File: config.mk
export PLATFORM = sky130hd
export DESIGN_NAME = led_blink
export DESIGN_NICKNAME = d
export VERILOG_FILES = /design/src/rtl/led_blink_pkg.sv /design/src/rtl/led_blink_divider.sv /design/src/rtl/led_blink.sv
export SDC_FILE = /design/constraint.sdc
export NUM_CORES = 1
export LEC_CHECK = 0
export BUFFER_PORTS_ARGS = -buffer_cell sky130_fd_sc_hd__buf_4
export CAP_MARGIN = 20
export CORE_MARGIN = 2
export CORE_UTILIZATION = 64
export DETAILED_ROUTE_END_ITERATION = 16
export GPL_TIMING_DRIVEN = 0
export PLACE_DENSITY = 0.9
export SLEW_MARGIN = 20
export SYNTH_ARGS = -nofsm -noshare
export SYNTH_HDL_FRONTEND = slang
export SYNTH_SLANG_ARGS = --single-unit
File: constraint.sdc
create_clock -name i_clock -period 2.9 [get_ports i_clock]
set_input_delay 0.145 -clock i_clock [delete_from_list [all_inputs] [get_ports i_clock]]
set_output_delay 0.145 -clock i_clock [all_outputs]
set_load 0.02 [all_outputs]
File: src/rtl/led_blink_pkg.sv
// Shared definitions for the LED blinker: select encoding and divider sizing helpers.
// Pure compile-time content; no logic, no latency, no flow control.
package led_blink_pkg;

    typedef enum logic [1:0] {
        SEL_100HZ = 2'b00,
        SEL_50HZ  = 2'b01,
        SEL_10HZ  = 2'b10,
        SEL_1HZ   = 2'b11
    } sel_t;

    // Half-period in clock cycles; clamped to 1 so an over-fast rate still toggles every cycle.
    function automatic int half_count(input int clk_hz, input int blink_hz);
        int h;
        h = clk_hz / blink_hz / 2;
        return (h < 1) ? 1 : h;
    endfunction

    function automatic int counter_width(input int half);
        return (half > 1) ? $clog2(half) : 1;
    endfunction

endpackage

File: src/rtl/led_blink_divider.sv
// Free-running divider: toggle inverts every HALF_COUNT rising edges.
// Latency: first inversion on the HALF_COUNT-th edge after reset release; no backpressure.
module led_blink_divider
    import led_blink_pkg::*;
#(
    parameter int HALF_COUNT = 125
) (
    input  logic clock,
    input  logic reset_n,
    output logic toggle
);

    localparam int CW = counter_width(HALF_COUNT);
    localparam logic [CW-1:0] LAST = CW'(HALF_COUNT - 1);

    logic [CW-1:0] count;

    always_ff @(posedge clock) begin
        if (!reset_n) begin
            count  <= '0;
            toggle <= 1'b0;
        end else if (count == LAST) begin
            count  <= '0;
            toggle <= ~toggle;
        end else begin
            count <= count + CW'(1);
        end
    end

endmodule

File: src/rtl/led_blink.sv
// LED blinker: four always-running dividers, one picked by the switches and gated by enable.
// Latency: 0 cycles select/enable to output (2 cycles with LED_BLINK_INPUT_SYNC_EN defined).
// Backpressure: none; output is a free-running square wave.
module led_blink
    import led_blink_pkg::*;
#(
    parameter int CLK_FREQ_HZ  = 25000,
    parameter int FREQ_SEL0_HZ = 100,
    parameter int FREQ_SEL1_HZ = 50,
    parameter int FREQ_SEL2_HZ = 10,
    parameter int FREQ_SEL3_HZ = 1
) (
    input  logic i_clock,
    input  logic i_reset_n,
    input  logic i_enable,
    input  logic i_switch_1,
    input  logic i_switch_2,
    output logic o_led_drive
);

    localparam int HALF0 = half_count(CLK_FREQ_HZ, FREQ_SEL0_HZ);
    localparam int HALF1 = half_count(CLK_FREQ_HZ, FREQ_SEL1_HZ);
    localparam int HALF2 = half_count(CLK_FREQ_HZ, FREQ_SEL2_HZ);
    localparam int HALF3 = half_count(CLK_FREQ_HZ, FREQ_SEL3_HZ);

    logic       enable_s;
    logic       switch_1_s;
    logic       switch_2_s;
    sel_t       sel;
    logic [3:0] toggles;
    logic       sel_toggle;

`ifdef LED_BLINK_INPUT_SYNC_EN
    // Switches and enable may come straight from pins, so resynchronise them.
    logic [2:0] sync_meta;
    logic [2:0] sync_out;

    always_ff @(posedge i_clock) begin
        if (!i_reset_n) begin
            sync_meta <= '0;
            sync_out  <= '0;
        end else begin
            sync_meta <= {i_enable, i_switch_1, i_switch_2};
            sync_out  <= sync_meta;
        end
    end

    assign {enable_s, switch_1_s, switch_2_s} = sync_out;
`else
    assign enable_s   = i_enable;
    assign switch_1_s = i_switch_1;
    assign switch_2_s = i_switch_2;
`endif

    assign sel = sel_t'({switch_1_s, switch_2_s});

    led_blink_divider #(.HALF_COUNT(HALF0)) u_div0 (
        .clock   (i_clock),
        .reset_n (i_reset_n),
        .toggle  (toggles[0])
    );

    led_blink_divider #(.HALF_COUNT(HALF1)) u_div1 (
        .clock   (i_clock),
        .reset_n (i_reset_n),
        .toggle  (toggles[1])
    );

    led_blink_divider #(.HALF_COUNT(HALF2)) u_div2 (
        .clock   (i_clock),
        .reset_n (i_reset_n),
        .toggle  (toggles[2])
    );

    led_blink_divider #(.HALF_COUNT(HALF3)) u_div3 (
        .clock   (i_clock),
        .reset_n (i_reset_n),
        .toggle  (toggles[3])
    );

    // Pure mux of registered toggles: a select change lands on the new divider's current phase.
    always_comb begin
        sel_toggle = 1'b0;
        case (sel)
            SEL_100HZ: sel_toggle = toggles[0];
            SEL_50HZ:  sel_toggle = toggles[1];
            SEL_10HZ:  sel_toggle = toggles[2];
            SEL_1HZ:   sel_toggle = toggles[3];
        endcase
    end

    assign o_led_drive = enable_s & sel_toggle;

endmodule

Yosys cells after proc, flatten, opt, wreduce, memory -nomap -nowiden
Index checks and enable logic that the tools add are counted.
W data, S select, Z words.
- flip-flop bits (word level): 44
- output and inout bits: 1
- input bits: 5
- $add $sub $neg: 4
- bitwise logic cells: 6
- reductions and logical operators: 5
- equal/unequal tests: 7
- multiplexer cells: 1
- operators by type and width (cell ; number):
    $add A14 B1 Y14 const B ; 1
    $eq A14 B14 Y1 const B ; 1
    $add A11 B1 Y11 const B ; 1
    $eq A11 B11 Y1 const B ; 1
    $add A8 B1 Y8 const B ; 1
    $eq A8 B8 Y1 const B ; 1
    $reduce_or A2 Y1 ; 4
    $add A7 B1 Y7 const B ; 1
    $eq A7 B7 Y1 const B ; 1
    $not A1 Y1 ; 5
    $eq A2 B2 Y1 const B ; 2
    $pmux W1 S4 ; 1
    $eq A2 B1 Y1 const B ; 1
    $logic_not A2 Y1 ; 1
    $and A1 B1 Y1 ; 1

Longest topological paths before layout
- depth after elaboration: 3
- gate-level depth with buffers: 7

By module
A second synthesis with hierarchy kept.
- cells, all modules: 218
- area total of the unflattened synthesis: 1980.6 µm²
- by module, submodules not included (module ; sequential area each (µm²) ; area each (µm²) ; instances ; cells an instance):
    led_blink_divider (u_div3) ; 300.3 ; 658.1 ; 1 ; 72
    led_blink_divider (u_div2) ; 240.2 ; 545.5 ; 1 ; 60
    led_blink_divider (u_div1) ; 180.2 ; 399.1 ; 1 ; 46
    led_blink_divider (u_div0) ; 160.2 ; 349.1 ; 1 ; 38
    led_blink ; 0.0 ; 28.8 ; 1 ; 2

Worst setup path before layout
Ideal clock, no wire load.
- path type: reg-to-reg
- start point: register u_div2.count[9]
- end point: register u_div2.toggle
- cell stages (with the launch flop): 5
- slack: 1.283 ns
- data required time: 2.785 ns
- data arrival time: 1.503 ns
- period minus slack after synthesis: 1.617 ns
- path through: dfxtp_1 -> or4b_1 -> or4_4 -> xnor2_1 -> and2_1
- longest elaborated chain between the ends: 1
- ends and longest elaborated chain (element ; RTL line ; text):
    start, declared ; led_blink_divider.sv:16 ; logic [CW-1:0] count;
    start signal, assigned ; led_blink_divider.sv:26 ; count <= count + CW'(1);
    $eq A11 B11 Y1 ; led_blink_divider.sv:22 ; end else if (count == LAST) begin
    end signal, assigned ; led_blink_divider.sv:24 ; toggle <= ~toggle;
    end, declared ; led_blink_divider.sv:10 ; output logic toggle
Every way passes these cells.
A chain may end at the register's enable or synchronous reset.

Final worst setup path
- start point: register u_div2.count[9]
- end point: register u_div2.count[9]
- longest elaborated chain between the ends: 2
- ends and longest elaborated chain (element):
    branches (longest 2 deep; another with $add A11 B1 Y11)
Several ways; the timed one is not identified.

==> results.py <==
metrics = {
    "layout": {
        "diodes": 0,
        "final_cells": 249,
        "final_area_um2": 2030,
        "drive_above_1_share_pct": 8.26,
        "area_growth_pct": 8.35,
        "layout_commonest_cell": "nor2_1",
        "fill_cells": 200,
        "fin_nets": 229,
        "mostFrequentLayoutCells": "nor2_1 (45), dfxtp_1 (44), xnor2_1 (23)",
    },
    "timing": {
        "layout_worst_path_cycle_share_pct": 57.6,
        "period_minus_slack_ps": 1670,
        "finalHoldViolCount": 0,
        "skew_ps": 10.1,
        "setup_viol": 0,
        "rsz0062_at_grt": "no",
        "worstMarginPinSlew_ps": 325,
        "drv_slew": 0,
        "max-slew-margin-rel_pct": 78.1,
        "tns_ps": 0,
        "max_freq_ghz": 0.599,
    },
    "clock_network": {
        "cts_setup_buffers": 0,
        "cts.path.max_buffers": 2,
        "clk_transition_reported_paths_ps": 130,
        "insertion_delay_ps": 350,
        "cts.hold.buffers_added": 0,
        "cts-htree-levels": 2,
        "cts_tree": "done",
        "root_buffer": "clkbuf_4",
        "cts_buffers": 5,
        "clock-sinks": 44,
        "cts_resized": 0,
    },
    "route": {
        "final_antenna_net_count": 0,
        "drtIter0Drc": 43,
        "firstDrtPassIters": 4,
        "wire_per_inst_um": 11.2,
        "viasPerCell": 5.34,
        "wl_mm": 2.80,
        "drc": 0,
        "vias": 1330,
    },
    "setup_path": {
        "startpoint_type": "register",
        "worstPathCellList": "or4b_1 -> or4_4 -> nand2_2 -> buf_6 -> nor2_1",
        "arrival_ps": 1930,
        "path_buf_inv": 1,
        "cpPeakStageDelay_ps": 510,
        "cp_top_family": "simple AND/OR/NAND/NOR gates",
        "cp_max_fo": 10,
        "worstPathRequired_ps": 3160,
        "slowest_stage": "or4b_1",
        "end_kind": "register",
        "critPathKind": "reg -> reg",
    },
    "power": {
        "power.leakage_nw": 0.744,
        "cellPowerDensity_nw_per_um2": 516,
        "ir_worst_vdd_mv": 0.582,
    },
    "floorplan": {
        "start_util_pct": 67.9,
        "io_pins": 6,
        "die-width_um": 58.1,
        "die-area_um2": 3380,
        "coreArea_um2": 2760,
        "row_count": 19,
        "fp.dieH_um": 58.1,
    },
    "grt": {
        "grt_pass1_vias": 1231,
        "antenna_found_initial": 0,
        "overflow": 0,
        "grtUsageTotal_pct": 19.5,
        "grt_start_max_net_pins": 15,
        "grt_pass1_wl_mm": 4.93,
    },
    "yosys": {
        "synthDominantCellAreaShare_pct": 47.0,
        "synth_area_leaders": "dfxtp_1 (47%), xnor2_1 (11%), nor2_1 (9.0%)",
        "synthCells": 205,
        "ys.warnings.count": 0,
        "avgSynthCellArea_um2": 9.14,
        "post-synth-top-area-cell": "dfxtp_1",
        "ys_types": 25,
        "ys_seq_area_share_pct": 47.0,
        "netlist_area_um2": 1870,
        "synth-seq-cells": 44,
        "syn_nets": 217,
    },
    "job": {
        "drv_cap": 0,
    },
    "status": {
        "outcome": "completed",
    },
    "placement": {
        "place_area_um2": 1950,
        "hpwl_mm": 1.90,
        "place_congestion": 0.818,
        "placedCellCount": 241,
        "io_buffer_count": 5,
    },
    "worst_hold_path": {
        "hold_path_class": "in -> reg",
    },
}
==> metal layers <==
layer  up-vias  track usage, %  wire length, um
met2        12            31.2             1330
li1        701               -                -
met5         -               0                0
met4         0            9.97               53
met3         6            7.81               92
met1       611            22.6             1320
==> final timing paths <==
kind                            cells after the start              end  slack (ps)            start
worst max-delay path                                5  u_div2.count[9]        1230  u_div2.count[9]
worst min-delay path                                2    u_div1.toggle          70        i_reset_n
worst max register to register                      5  u_div2.count[9]        1230  u_div2.count[9]
worst min register to register                      1  u_div0.count[0]         480  u_div0.count[0]
==> cells in the mapped netlist <==
cell,count
or4_4,1
nand2b_1,1
and2_1,5
nor4_1,3
nor3_1,6
clkbuf_1,2
xnor2_1,23
buf_2,1
nor2_1,45
buf_6,1
and3_1,5
nor4b_1,1
ha_1,7
dfxtp_1,44
nand3_1,14
nand2_2,1
xor2_1,13
or3_1,1
inv_1,8
mux4_2,1
nand4b_1,1
nand2_1,10
or4b_1,1
nand4_1,8
and4_1,2
==> sequential cells by signal (all words and copies together), names as in the netlist <==
name,count
u_div1.count,8
u_div3.toggle,1
u_div0.toggle,1
u_div2.toggle,1
u_div2.count,11
u_div3.count,14
u_div0.count,7
u_div1.toggle,1
==> through the flow <==
| step | power (W) | hold WS (ps) | setup WS, ps | util (%) |
|---|---|---|---|---|
| after global routing | 0.00110 | 51.4 | 1160 | 73.6 |
| after global placement | 0.000689 | 436 | 1240 | 70.7 |
| after floorplan | 0.000675 | 267 | 1280 | - |
| after CTS | 0.00106 | 52.7 | 1220 | 73.6 |
| after detailed placement | 0.000691 | 445 | 1240 | 70.7 |
| final | 0.00105 | 68.5 | 1230 | 73.6 |
==> logic make-up (layout without fill, tap and decap cells) <==
logic type    Yosys count  count (layout)  share of synthesized area (%)
fa+ha+maj               7               7                           4.68
xor+xnor               36              36                           16.8
mux                     1               1                           1.20
buf+inv                12              25                           2.87
flops                  44              44                           47.0
simple gates          105             105                           27.4
==> power breakdown <==
part	internal, W	switching, W	total, W	leakage [nW]
Sequential	0.000619	0.0000129	0.000631	0.357
Combinational	0.0000210	0.0000241	0.0000451	0.346
Clock	0.000180	0.000191	0.000371	0.0412
==> final cells by class <==
type                       count  area [um^2]  share of cell area (%)
buffer                         4         23.8                    1.17
clock buffer                   5         37.5                    1.85
clock inverter                 3         42.5                    2.10
inverter                       8         30.0                    1.48
multi-input combinational    149          938                    46.2
sequential                    44          881                    43.4
tap                           31         38.8                    1.91
timing repair buffer           5         37.5                    1.85
==> worst register-to-register path, delay by kind of cell, from the launching register on <==
family / cells / cell delay [ps]
flops: 1 / 350
buf+inv: 1 / 130
simple gates: 4 / 1100
Power figures use the tool's default switching activity.
